File: config.mk
export PLATFORM = sky130hd
export DESIGN_NAME = fetch_stage
export DESIGN_NICKNAME = d
export VERILOG_FILES = /design/src/rtl/cpu_pkg.sv /design/src/rtl/fetch_stage.sv
export SDC_FILE = /design/constraint.sdc
export NUM_CORES = 1
export LEC_CHECK = 0
export ABC_CLOCK_PERIOD_IN_PS = 2700
export BUFFER_PORTS_ARGS = -buffer_cell sky130_fd_sc_hd__buf_2
export CORE_ASPECT_RATIO = 2
export CORE_MARGIN = 3
export CORE_UTILIZATION = 50
export CTS_CLUSTER_SIZE = 30
export DETAILED_ROUTE_END_ITERATION = 10
export PLACE_DENSITY = 0.76
export SYNTH_ARGS = -nofsm -noshare
export SYNTH_HDL_FRONTEND = slang
export SYNTH_SLANG_ARGS = --single-unit
File: constraint.sdc
create_clock -name clk_i -period 2.7 [get_ports clk_i]
set_input_delay 0.27 -clock clk_i [delete_from_list [all_inputs] [get_ports clk_i]]
set_output_delay 0.27 -clock clk_i [all_outputs]
set_load 0.01 [all_outputs]
File: src/rtl/cpu_pkg.sv
// Shared CPU definitions: machine width, fetch FSM states and the IF/ID record.
package cpu_pkg;

    localparam int XLEN        = 32;
    localparam int INSTR_BYTES = 4;

    typedef enum logic {
        FETCH_RUN,
        FETCH_FAULT
    } fetch_state_e;

    typedef struct packed {
        logic [31:0] instr;
        logic [31:0] pc;
    } if_id_t;

endpackage

File: src/rtl/fetch_stage.sv
// Instruction-fetch stage: owns the PC, reads a zero-latency instruction memory,
// and holds the fetched word in an IF/ID register presented to decode.
//
// Handshake: out_valid_o/out_ready_i follow strict valid/ready rules. A word is
// transferred on a rising edge where both are high. While out_valid_o is high
// and out_ready_i is low, out_instr_o/out_pc_o are held stable. The only ways a
// presented word disappears without transfer are a redirect, a fault or reset.
module fetch_stage
    import cpu_pkg::*;
#(
    parameter logic [31:0] RESET_PC = 32'h0000_0000
) (
    input  logic         clk_i,
    input  logic         rst_i,
    output logic [31:0]  imem_addr_o,
    input  logic [31:0]  imem_instr_i,
    input  logic         redirect_valid_i,
    input  logic [31:0]  redirect_pc_i,
    output logic         out_valid_o,
    input  logic         out_ready_i,
    output logic [31:0]  out_instr_o,
    output logic [31:0]  out_pc_o,
    output logic         fault_o,
    output logic [31:0]  fault_pc_o,
    output logic [31:0]  fetch_count_o,
    output fetch_state_e dbg_state_o
);

    // A misaligned reset vector is a build error, not something to recover from.
    generate
        if (RESET_PC[1:0] != 2'b00) begin : g_reset_pc_misaligned
            $error("fetch_stage: RESET_PC must be 4-byte aligned");
        end
    endgenerate

    fetch_state_e    state_q, state_d;
    logic [XLEN-1:0] pc_q, pc_d;
    if_id_t          if_id_q, if_id_d;
    logic            valid_q, valid_d;
    logic [XLEN-1:0] fault_pc_q, fault_pc_d;
    logic [XLEN-1:0] count_q, count_d;

    logic slot_free;
    logic redirect_aligned;

    assign slot_free        = !valid_q || out_ready_i;
    assign redirect_aligned = (redirect_pc_i[1:0] == 2'b00);

    // Next-state logic: redirect beats fault beats fetch beats hold.
    always_comb begin
        state_d    = state_q;
        pc_d       = pc_q;
        if_id_d    = if_id_q;
        valid_d    = valid_q;
        fault_pc_d = fault_pc_q;
        count_d    = count_q;

        unique case (state_q)
            FETCH_RUN: begin
                if (redirect_valid_i) begin
                    // Either way the in-flight word belongs to the wrong path.
                    valid_d = 1'b0;
                    if (redirect_aligned) begin
                        pc_d = redirect_pc_i;
                    end else begin
                        state_d    = FETCH_FAULT;
                        fault_pc_d = redirect_pc_i;
                    end
                end else if (slot_free) begin
                    if_id_d.instr = imem_instr_i;
                    if_id_d.pc    = pc_q;
                    valid_d       = 1'b1;
                    pc_d          = pc_q + XLEN'(INSTR_BYTES);
                    count_d       = count_q + 32'd1;
                end
            end
            FETCH_FAULT: begin
                // Parked until reset; nothing is presented to decode.
                valid_d = 1'b0;
            end
            default: begin
                state_d = FETCH_FAULT;
                valid_d = 1'b0;
            end
        endcase
    end

    // State register; reset wins over everything, including a pending fault.
    always_ff @(posedge clk_i) begin
        if (rst_i) begin
            state_q    <= FETCH_RUN;
            pc_q       <= RESET_PC;
            if_id_q    <= '0;
            valid_q    <= 1'b0;
            fault_pc_q <= '0;
            count_q    <= '0;
        end else begin
            state_q    <= state_d;
            pc_q       <= pc_d;
            if_id_q    <= if_id_d;
            valid_q    <= valid_d;
            fault_pc_q <= fault_pc_d;
            count_q    <= count_d;
        end
    end

    assign imem_addr_o   = pc_q;
    assign out_valid_o   = valid_q;
    assign out_instr_o   = if_id_q.instr;
    assign out_pc_o      = if_id_q.pc;
    assign fault_o       = (state_q == FETCH_FAULT);
    assign fault_pc_o    = fault_pc_q;
    assign fetch_count_o = count_q;
    assign dbg_state_o   = state_q;

endmodule

==> flow_metrics.env <==
export IMPL_status="finished, final reports clean"
export IMPL_clk_latency_ns=0.42
export IMPL_final_layout_size_suffix_gt1_frac=0.268
export IMPL_gp_congestion=0.876
export IMPL_cp_cell_sequence="ha_1 > and4_1 > and3_1 > nand3_1 > o311ai_0 > a31oi_1"
export IMPL_cts_tree="built"
export IMPL_path_depth=6
export IMPL_grt_overflow_total=0
export IMPL_synth_commonest_cells="nand2_1, dfxtp_1, a21oi_1"
export IMPL_routedWlPerCell_um=16.9
export IMPL_tightest_slew_ns=0.690
export IMPL_hold_viol_final=0
export IMPL_fin_ws_ns=0.345
export IMPL_cp_required_ns=2.97
export IMPL_antenna_cells=0
export IMPL_slew_headroom=0.536
export IMPL_syn_cell_area_sq_um=6820
export IMPL_cp_slowest_cell="dfxtp_1"
export IMPL_synth_area_per_cell_sq_um=7.85
export IMPL_dp_hpwl_um=15000
export IMPL_ir_drop_mv=0.499
export IMPL_postRouteAntennaNets=0
export IMPL_grt_antenna_before_repair=0
export IMPL_yosysWarnings=0
export IMPL_crit_buf_inv=0
export IMPL_async_reset_ff_frac=0
export IMPL_die_width_um=88.6
export IMPL_ctsResizeCount=0
export IMPL_ioPinCount=231
export IMPL_leakage_uw=0.00366
export IMPL_cts_root_buf="clkbuf_16"
export IMPL_rows=59
export IMPL_critical_path_class="reg -> reg"
export IMPL_drv_slew=0
export IMPL_cts_inserted_buffers=17
export IMPL_ys_ff_latch=162
export IMPL_die_h_um=171
export IMPL_initial_core_util=0.516
export IMPL_cts_max_path_buffers=2
export IMPL_grt_pass1_wl_um=32900
export IMPL_clock_sinks=162
export IMPL_drc_errors=0
export IMPL_synth_seq_area_share=0.476
export IMPL_ff2ff_path_depth=6
export IMPL_hold_buffers=0
export IMPL_yosysTopAreaCellShare=0.476
export IMPL_grt_pass1_vias=6753
export IMPL_post_cts_buffers=0
export IMPL_cp_max_fo=8
export IMPL_slowest_delay_ns=0.53
export IMPL_first_pass_iters=5
export IMPL_drv_cap=0
export IMPL_grt_max_degree=153
export IMPL_die_area_sq_um=15200
export IMPL_worst_setup_path_end_kind="flop"
export IMPL_worstHoldPathType="in -> reg"
export IMPL_netlist_top_cells_area="dfxtp_1, nand2_1, a21oi_1"
export IMPL_critPathLaunchType="flop"
export IMPL_drtIter0Drc=324
export IMPL_synth_most_common_cell="nand2_1"
export IMPL_grt_total_usage=0.275
export IMPL_finalNetCount=1145
export IMPL_rsz0062_at_grt="false"
export IMPL_setup_viol=0
export IMPL_finalCritPeriodShare=0.872
export IMPL_synthFlopType="dfxtp_1"
export IMPL_vias=7008
export IMPL_power_density_nw_per_um2=627
export IMPL_synth_edf_count=0
export IMPL_fmax_mhz=425
export IMPL_skew_ns=0.0111
export IMPL_synth_nets=939
export IMPL_power_uw=5420
export IMPL_min_period_ns=2.36
export IMPL_area_growth_pct=26.8
export IMPL_syn_inst=869
export IMPL_core_area_sq_um=13200
export IMPL_hold_depth=3
export IMPL_crit_arrival_ns=2.62
export IMPL_drt_wl_total_um=21000
export IMPL_post_place_ws_ns=0.448
export IMPL_ys_types=59
export IMPL_htree_levels=4
export IMPL_synth_top_area_cell="dfxtp_1"
export IMPL_cpLargestDelayFamily="simple AND/OR/NAND/NOR gates"
export IMPL_clkTransAtPathRegs_ns=0.07
export IMPL_setup_tns_ns=0
export IMPL_portBuffers=230
export IMPL_fin_util=0.654
export IMPL_viasPerCell=5.66
-- report_power, final --
group,internal (uW),switching (uW)
Sequential,2480,85.1
Clock,1280,999
Combinational,210,361
-- final cells by class --
| cell class | instances | area, sq um |
|---|---|---|
| inverter | 9 | 33.8 |
| clock buffer | 18 | 429 |
| fill | 1186 | 4570 |
| timing repair buffer | 248 | 1300 |
| multi-input combinational | 637 | 3320 |
| clock inverter | 13 | 129 |
| sequential | 162 | 3240 |
| tap | 152 | 190 |
-- registers in the layout, summed over array words and instances, names as in the netlist --
| signal | cells |
|---|---|
| fault_pc_o | 32 |
| fetch_count_o | 32 |
| imem_addr_o | 32 |
| out_instr_o | 32 |
| out_pc_o | 32 |
| dbg_state_o | 1 |
| out_valid_o | 1 |
-- worst min-delay path: cells and delay by family --
kind	cells	cell delay (ns)
buf+inv	1	0.09
compound gates	1	0.05
simple gates	1	0.04
-- metal layers --
metal	global-route usage	wire length (um)
met5	0	0
met4	0.143	802
met3	0.0501	1070
met2	0.496	11400
met1	0.295	7700
-- through the flow --
stage	cell area [sq um]	std cells	hold slack (ns)
final	8640	1239	0.0802
after global routing	8640	1239	0.0806
after CTS	8640	1239	0.0732
after detailed placement	8090	1208	0.443
after global placement	8090	1208	0.438
after floorplan	6820	869	0.406
-- kinds of logic (layout without fill, tap and decap cells) --
kind of cell,count (synthesis),in the layout,share of synthesized area
AND/OR/NAND/NOR,409,409,0.276
AO/OA/AOI/OAI,200,200,0.169
flip-flops,162,162,0.476
buffers and inverters,70,288,0.0407
XOR/XNOR,17,17,0.0218
multiplexers,9,9,0.0136
adder cells (fa/ha/maj),2,2,0.00367
-- worst paths after layout --
kind / from / endpoint / slack, ns
worst min-delay path: imem_instr_i[26] / out_instr_o[26]$_SDFFE_PP0P_ / 0.08
worst max register to register: imem_addr_o[2]$_SDFFE_PP0P_ / imem_addr_o[26]$_SDFFE_PP0P_ / 0.34
worst min register to register: out_pc_o[7]$_SDFFE_PP0P_ / out_pc_o[7]$_SDFFE_PP0P_ / 0.45
worst max-delay path: imem_addr_o[2]$_SDFFE_PP0P_ / imem_addr_o[26]$_SDFFE_PP0P_ / 0.34
-- cell usage in the layout, fill, tap and decap left out, types with 18 or more instances in the layout --
cell     synthesis  layout
dfxtp_1        162     162
o21ai_0         22      22
nand2_1        234     233
buf_2            3     229
nor2_1          44      43
and3_1          18      18
a21oi_1        128     128
buf_4            1      18
nand4_1         18      18
nand3_1         25      25
No activity file was read; power rests on OpenSTA's default activity.
